$ cat src/rtl/add_4_pkg.sv
// rtl/add_4_pkg.sv - shared widths and arithmetic reference for the four-operand adder
package add_4_pkg;

    localparam int ADD4_WIDTH = 4;
    localparam int SUM_W      = ADD4_WIDTH + 2;

    // Returns {ov, sum} for the default operand width.
    function automatic logic [ADD4_WIDTH:0] ref_add4(
        input logic [ADD4_WIDTH-1:0] a,
        input logic [ADD4_WIDTH-1:0] b,
        input logic [ADD4_WIDTH-1:0] c,
        input logic [ADD4_WIDTH-1:0] d
    );
        logic [SUM_W-1:0] total;
        total = SUM_W'(a) + SUM_W'(b) + SUM_W'(c) + SUM_W'(d);
        return {|total[SUM_W-1:ADD4_WIDTH], total[ADD4_WIDTH-1:0]};
    endfunction

endpackage

$ cat src/rtl/add_4_full_adder.sv
// rtl/add_4_full_adder.sv - one-bit full adder used by the carry-save and ripple stages
module full_adder (
    input  logic x,
    input  logic y,
    input  logic cin,
    output logic s,
    output logic cout
);

    assign s    = x ^ y ^ cin;
    assign cout = (x & y) | (x & cin) | (y & cin);

endmodule

$ cat src/rtl/add_4.sv
// rtl/add_4.sv - registered four-operand unsigned adder with overflow flag
module add_4
    import add_4_pkg::*;
#(
    parameter int WIDTH = ADD4_WIDTH
) (
    input  logic             clk,
    input  logic             rst,
    input  logic [WIDTH-1:0] a,
    input  logic [WIDTH-1:0] b,
    input  logic [WIDTH-1:0] c,
    input  logic [WIDTH-1:0] d,
    output logic [WIDTH-1:0] sum,
    output logic             ov
);

    localparam int TW = WIDTH + 2;

    logic [WIDTH-1:0] w_s1;
    logic [WIDTH-1:0] w_c1;
    logic [WIDTH:0]   w_s1x;
    logic [WIDTH:0]   w_c1x;
    logic [WIDTH:0]   w_dx;
    logic [WIDTH:0]   w_s2;
    logic [WIDTH:0]   w_c2;
    logic [TW-1:0]    w_s2x;
    logic [TW-1:0]    w_c2x;
    logic [TW-1:0]    w_rc;
    logic [TW-1:0]    w_total;
    logic [WIDTH-1:0] r_sum;
    logic             r_ov;

    // Stage 1: compress a, b, c into a sum word and a carry word.
    for (genvar i = 0; i < WIDTH; i++) begin : g_csa1
        full_adder u_fa (
            .x    (a[i]),
            .y    (b[i]),
            .cin  (c[i]),
            .s    (w_s1[i]),
            .cout (w_c1[i])
        );
    end

    assign w_s1x = {1'b0, w_s1};
    assign w_c1x = {w_c1, 1'b0};
    assign w_dx  = {1'b0, d};

    // Stage 2: fold d into the stage-1 result, one bit wider to hold the shifted carry.
    for (genvar i = 0; i <= WIDTH; i++) begin : g_csa2
        full_adder u_fa (
            .x    (w_s1x[i]),
            .y    (w_c1x[i]),
            .cin  (w_dx[i]),
            .s    (w_s2[i]),
            .cout (w_c2[i])
        );
    end

    assign w_s2x = {1'b0, w_s2};
    assign w_c2x = {w_c2, 1'b0};
    assign w_rc[0] = 1'b0;

    for (genvar i = 0; i < TW - 1; i++) begin : g_ripple
        full_adder u_fa (
            .x    (w_s2x[i]),
            .y    (w_c2x[i]),
            .cin  (w_rc[i]),
            .s    (w_total[i]),
            .cout (w_rc[i+1])
        );
    end

    // The total never exceeds TW bits, so the top carry-out is not needed.
    assign w_total[TW-1] = w_s2x[TW-1] ^ w_c2x[TW-1] ^ w_rc[TW-1];

    always_ff @(posedge clk or negedge rst) begin
        if (!rst) begin
            r_sum <= '0;
            r_ov  <= 1'b0;
        end else begin
            r_sum <= w_total[WIDTH-1:0];
            r_ov  <= |w_total[TW-1:WIDTH];
        end
    end

    assign sum = r_sum;
    assign ov  = r_ov;

endmodule

$ cat config.mk
export PLATFORM = sky130hd
export DESIGN_NAME = add_4
export DESIGN_NICKNAME = d
export VERILOG_FILES = /design/src/rtl/add_4_pkg.sv /design/src/rtl/add_4_full_adder.sv /design/src/rtl/add_4.sv
export SDC_FILE = /design/constraint.sdc
export NUM_CORES = 1
export LEC_CHECK = 0
export CAP_MARGIN = 20
export CORE_AREA = 3 3 40 42
export CTS_CLUSTER_SIZE = 20
export DETAILED_ROUTE_END_ITERATION = 8
export DIE_AREA = 0 0 43 45
export GPL_TIMING_DRIVEN = 0
export PLACE_DENSITY_LB_ADDON = 0.12
export SLEW_MARGIN = 0
export SYNTH_ARGS = -nofsm -noshare
export SYNTH_HDL_FRONTEND = slang
export SYNTH_HIERARCHICAL = 1
export SYNTH_SLANG_ARGS = --single-unit
export TNS_END_PERCENT = 100
$ cat constraint.sdc
create_clock -name clk -period 0.8 [get_ports clk]
set_input_delay 0.16 -clock clk [delete_from_list [all_inputs] [get_ports clk]]
set_output_delay 0.16 -clock clk [all_outputs]
set_load 0.01 [all_outputs]
==> results of run 1 <==
==> cells in the final DEF, fill, tap and decap left out <==
| master | Yosys | final |
|---|---|---|
| buf_2 | 0 | 9 |
| dlymetal6s2s_1 | 0 | 1 |
| buf_6 | 0 | 2 |
| fa_1 | 14 | 7 |
| nand2b_1 | 1 | 1 |
| xnor2_2 | 0 | 1 |
| clkbuf_1 | 0 | 1 |
| fa_2 | 0 | 7 |
| conb_1 | 1 | 5 |
| clkdlybuf4s50_1 | 0 | 10 |
| dfrtp_1 | 5 | 5 |
| clkbuf_4 | 0 | 3 |
==> stage by stage <==
step | area [um2] | std cells | setup TNS [ns]
floorplan | 454 | 26 | -8.31
global placement | 693 | 63 | -9.97
detailed placement | 693 | 63 | -10.09
CTS | 687 | 67 | -6.83
global route | 689 | 67 | -6.92
finish | 689 | 67 | -6.55
==> flip-flops by register name, summed over array words and instances (netlist names) <==
signal	cells
sum	4
ov	1
==> power groups by stage <==
stage	Sequential [mW]	Combinational, mW	Clock (mW)
floorplan	0.469	0.329	0
global placement	0.401	0.778	0
detailed placement	0.400	0.807	0
CTS	0.391	0.717	0.294
global route	0.398	0.798	0.321
finish	0.390	0.691	0.277
==> layer usage <==
| layer | share of wire | track usage |
|---|---|---|
| met5 | 0 | 0 |
| met1 | 0.25 | 0.0961 |
| met4 | 0 | 0.0542 |
| met3 | 0.11 | 0.0598 |
| met2 | 0.65 | 0.216 |
==> final timing paths <==
| path | endpoint | slack [ns] | depth (start not counted) |
|---|---|---|---|
| max | ov | -1.98 | 8 |
| min | sum[1] | 0.15 | 1 |
| max in group asynchronous | ov | 0.46 | 1 |
| min in group clk | sum[1] | 0.58 | 4 |
==> cells by family after synthesis <==
family / Yosys count
xor gates and xnor gates: 1
DFF: 5
and+or+nand+nor: 1
adders and majority gates: 14
other: 1
==> timing repair <==
action | CTS | global route
gates resized for setup | 48 | 1
hold endpoints to repair | 0 | 0
pin swaps | 8 | 3
endpoints found under the setup margin | 10 | 10
==> area by class of cell <==
type | instances | area [um2] | area share
timing repair buffer | 22 | 180 | 0.261
sequential | 5 | 125 | 0.181
tap | 15 | 18.8 | 0.0272
multi-input combinational | 21 | 339 | 0.492
clock buffer | 4 | 26.3 | 0.0381
==> metrics.md, run 1 <==
| Metric | Value |
|---|---|
| Top Ports | 23 |
| Tot GR Track Use | 0.114 |
| Leak Pwr | roughly 0.3 nW |
| CTS Buffer Depth | 2 |
| CP dominant cell by count | fa_2 |
| Path type of the worst setup path | in -> reg |
| Post-DRT Antenna Nets | 0 |
| Status | finished, violations left |
| Placement Setup Slack | -2.54 ns |
| Cell Pwr Density | between 1500 and 2000 nW/um2 |
| Die Y | 45 um |
| Max-cap viol count | 0 |
| Largest net degree at the start of global routing | 6 |
| Hold Fails Final Rpt | 0 |
| Vias per cell | 4.03 |
| Final setup margin | -1.98 ns |
| Syn Std Cell Area | around 420 um2 |
| Worst path max stage delay | between 0.5 and 0.6 ns |
| CP Cell Sequence | buf_6 > fa_1 > fa_1 > fa_2 > fa_2 > fa_2 > fa_2 > nand2b_1 |
| Post-synthesis register bit count | 5 |
| Layout net count | 85 |
| Ant diodes | 0 |
| Bufs and invs on worst path | 1 |
| Synth Area in Simple Gates | 0.0147 |
| Int Pwr | ~0.9 mW |
| Initial DRC count | 1 |
| Failing checks | setup timing |
| Wire per inst | 12.4 um |
| Arrival time worst endpoint | 2.95 ns |
| Unrepaired setup endpoints after global routing | true |
| Antenna violations before repair | 0 |
| First-pass GRT wire length | 1480 um |
| Chip width | between 40 and 50 um |
| Synth top area cells | fa_1 (66%), dfrtp_1 (29%), xnor2_1 (2.1%), nand2b_1 (1.5%), conb_1 (0.88%) |
| Core Area | ~1300 um2 |
| Clock-pin slew on the worst setup and hold paths | 0.04 ns |
| Final global-route overflow total | 0 |
| Part of the power in registers | 0.287 |
| Post-DP HPWL | about 800 um |
| Sw Ratio | 0.319 |
| Total routed wirelength | approximately 830 um |
| Post-CTS setup buffer count | 0 |
| Core Rows | 13 |
| CP max stage cell | fa_1 |
| VDD IR max | roughly 0.71 mV |
| Mux share of post-synthesis cell area | 0 |
| Hold buffers post-CTS | 0 |
| Largest area contributor in the netlist | fa_1 |
| Min Hold Slack | 0.147 ns |
| Slew Limit Fails | 0 |
| Layout area overhead | 62.5% |
| H-tree depth | 1 |
| Compound-Gate Fraction of Synth Area | 0 |
| CTS Buf Count | 3 |
| Max Clock Freq | 360 MHz |
| Vias | 270 |
| Final core occ | 0.537 |
| DR pass1 iterations | 3 |
| Async SR Flop Fraction | 1.00 |
| Post-synthesis adder-cell area fraction | 0.661 |
| Sw Pwr | about 0.43 mW |
| CTS tree | yes |
| Vias in the first global route | 346 |
| Post-synth top cells | fa_1 (14), dfrtp_1 (5), conb_1 (1), nand2b_1 (1), xnor2_1 (1) |
| Period utilisation layout | 3.48 |
| Initial Util | 0.330 |
| Sink Count | 5 |
| Average cell area after synthesis | 19.3 um2 |
| Final Critical Period | ~2.8 ns |
| Most common cell in the netlist | fa_1 |
| Post-synthesis sequential area ratio | 0.295 |
| Final setup vio count | 10 |
| Root buf cell | clkbuf_4 |
| Power, Total | roughly 1.4 mW |
| Syn. warnings | 6 |
| Hold crit path type | in -> async |
| Number of flops mapped to enable cells by yosys | 0 |
| Crit path max-delay family | adder cells |
| Remaining DRCs | 0 |
| Worst-path fanout max | 1 |
| Setup crit start | c[1] |
| Synth top area share | 0.661 |
| Main synth FF type | dfrtp_1 |
| Power share of the clock group | 0.204 |
| Comb power frac | 0.509 |
| Share of cells above drive strength 1 | 0.423 |
| DIE AREA | ~1900 um2 |
| Critical path launch point type | primary input |
| Crit end category | flip-flop |
| Port Buffers | 22 |
| WP data required | between 0.9 and 1 ns |
| Post-Synth XOR/XNOR Area | 0.0206 |
| Final GP Congestion | 0.685 |
| Syn Inst Count | 22 |
| Largest family of logic cells by synthesized area | adder cells |
| Number of fill cells in the layout | ~110 |
| Synth unique cells | 5 |
(Power assumes the default switching activity.)
==> run 2, diff against run 1 <==
--- a/config.mk
+++ b/config.mk
@@ -5,6 +5,7 @@
 export SDC_FILE = /design/constraint.sdc
 export NUM_CORES = 1
 export LEC_CHECK = 0
+export ABC_CLOCK_PERIOD_IN_PS = 800
 export CAP_MARGIN = 20
 export CORE_AREA = 3 3 40 42
 export CTS_CLUSTER_SIZE = 20
==> results of run 2 <==
No change in the layout: final DEF, timing and power equal those of run 1.
==> run 3, diff against run 2 <==
--- a/config.mk
+++ b/config.mk
@@ -6,7 +6,7 @@
 export NUM_CORES = 1
 export LEC_CHECK = 0
 export ABC_CLOCK_PERIOD_IN_PS = 800
-export CAP_MARGIN = 20
+export CAP_MARGIN = 25
 export CORE_AREA = 3 3 40 42
 export CTS_CLUSTER_SIZE = 20
 export DETAILED_ROUTE_END_ITERATION = 8
==> results of run 3 <==
No change in the layout: final DEF, timing and power equal those of run 1.
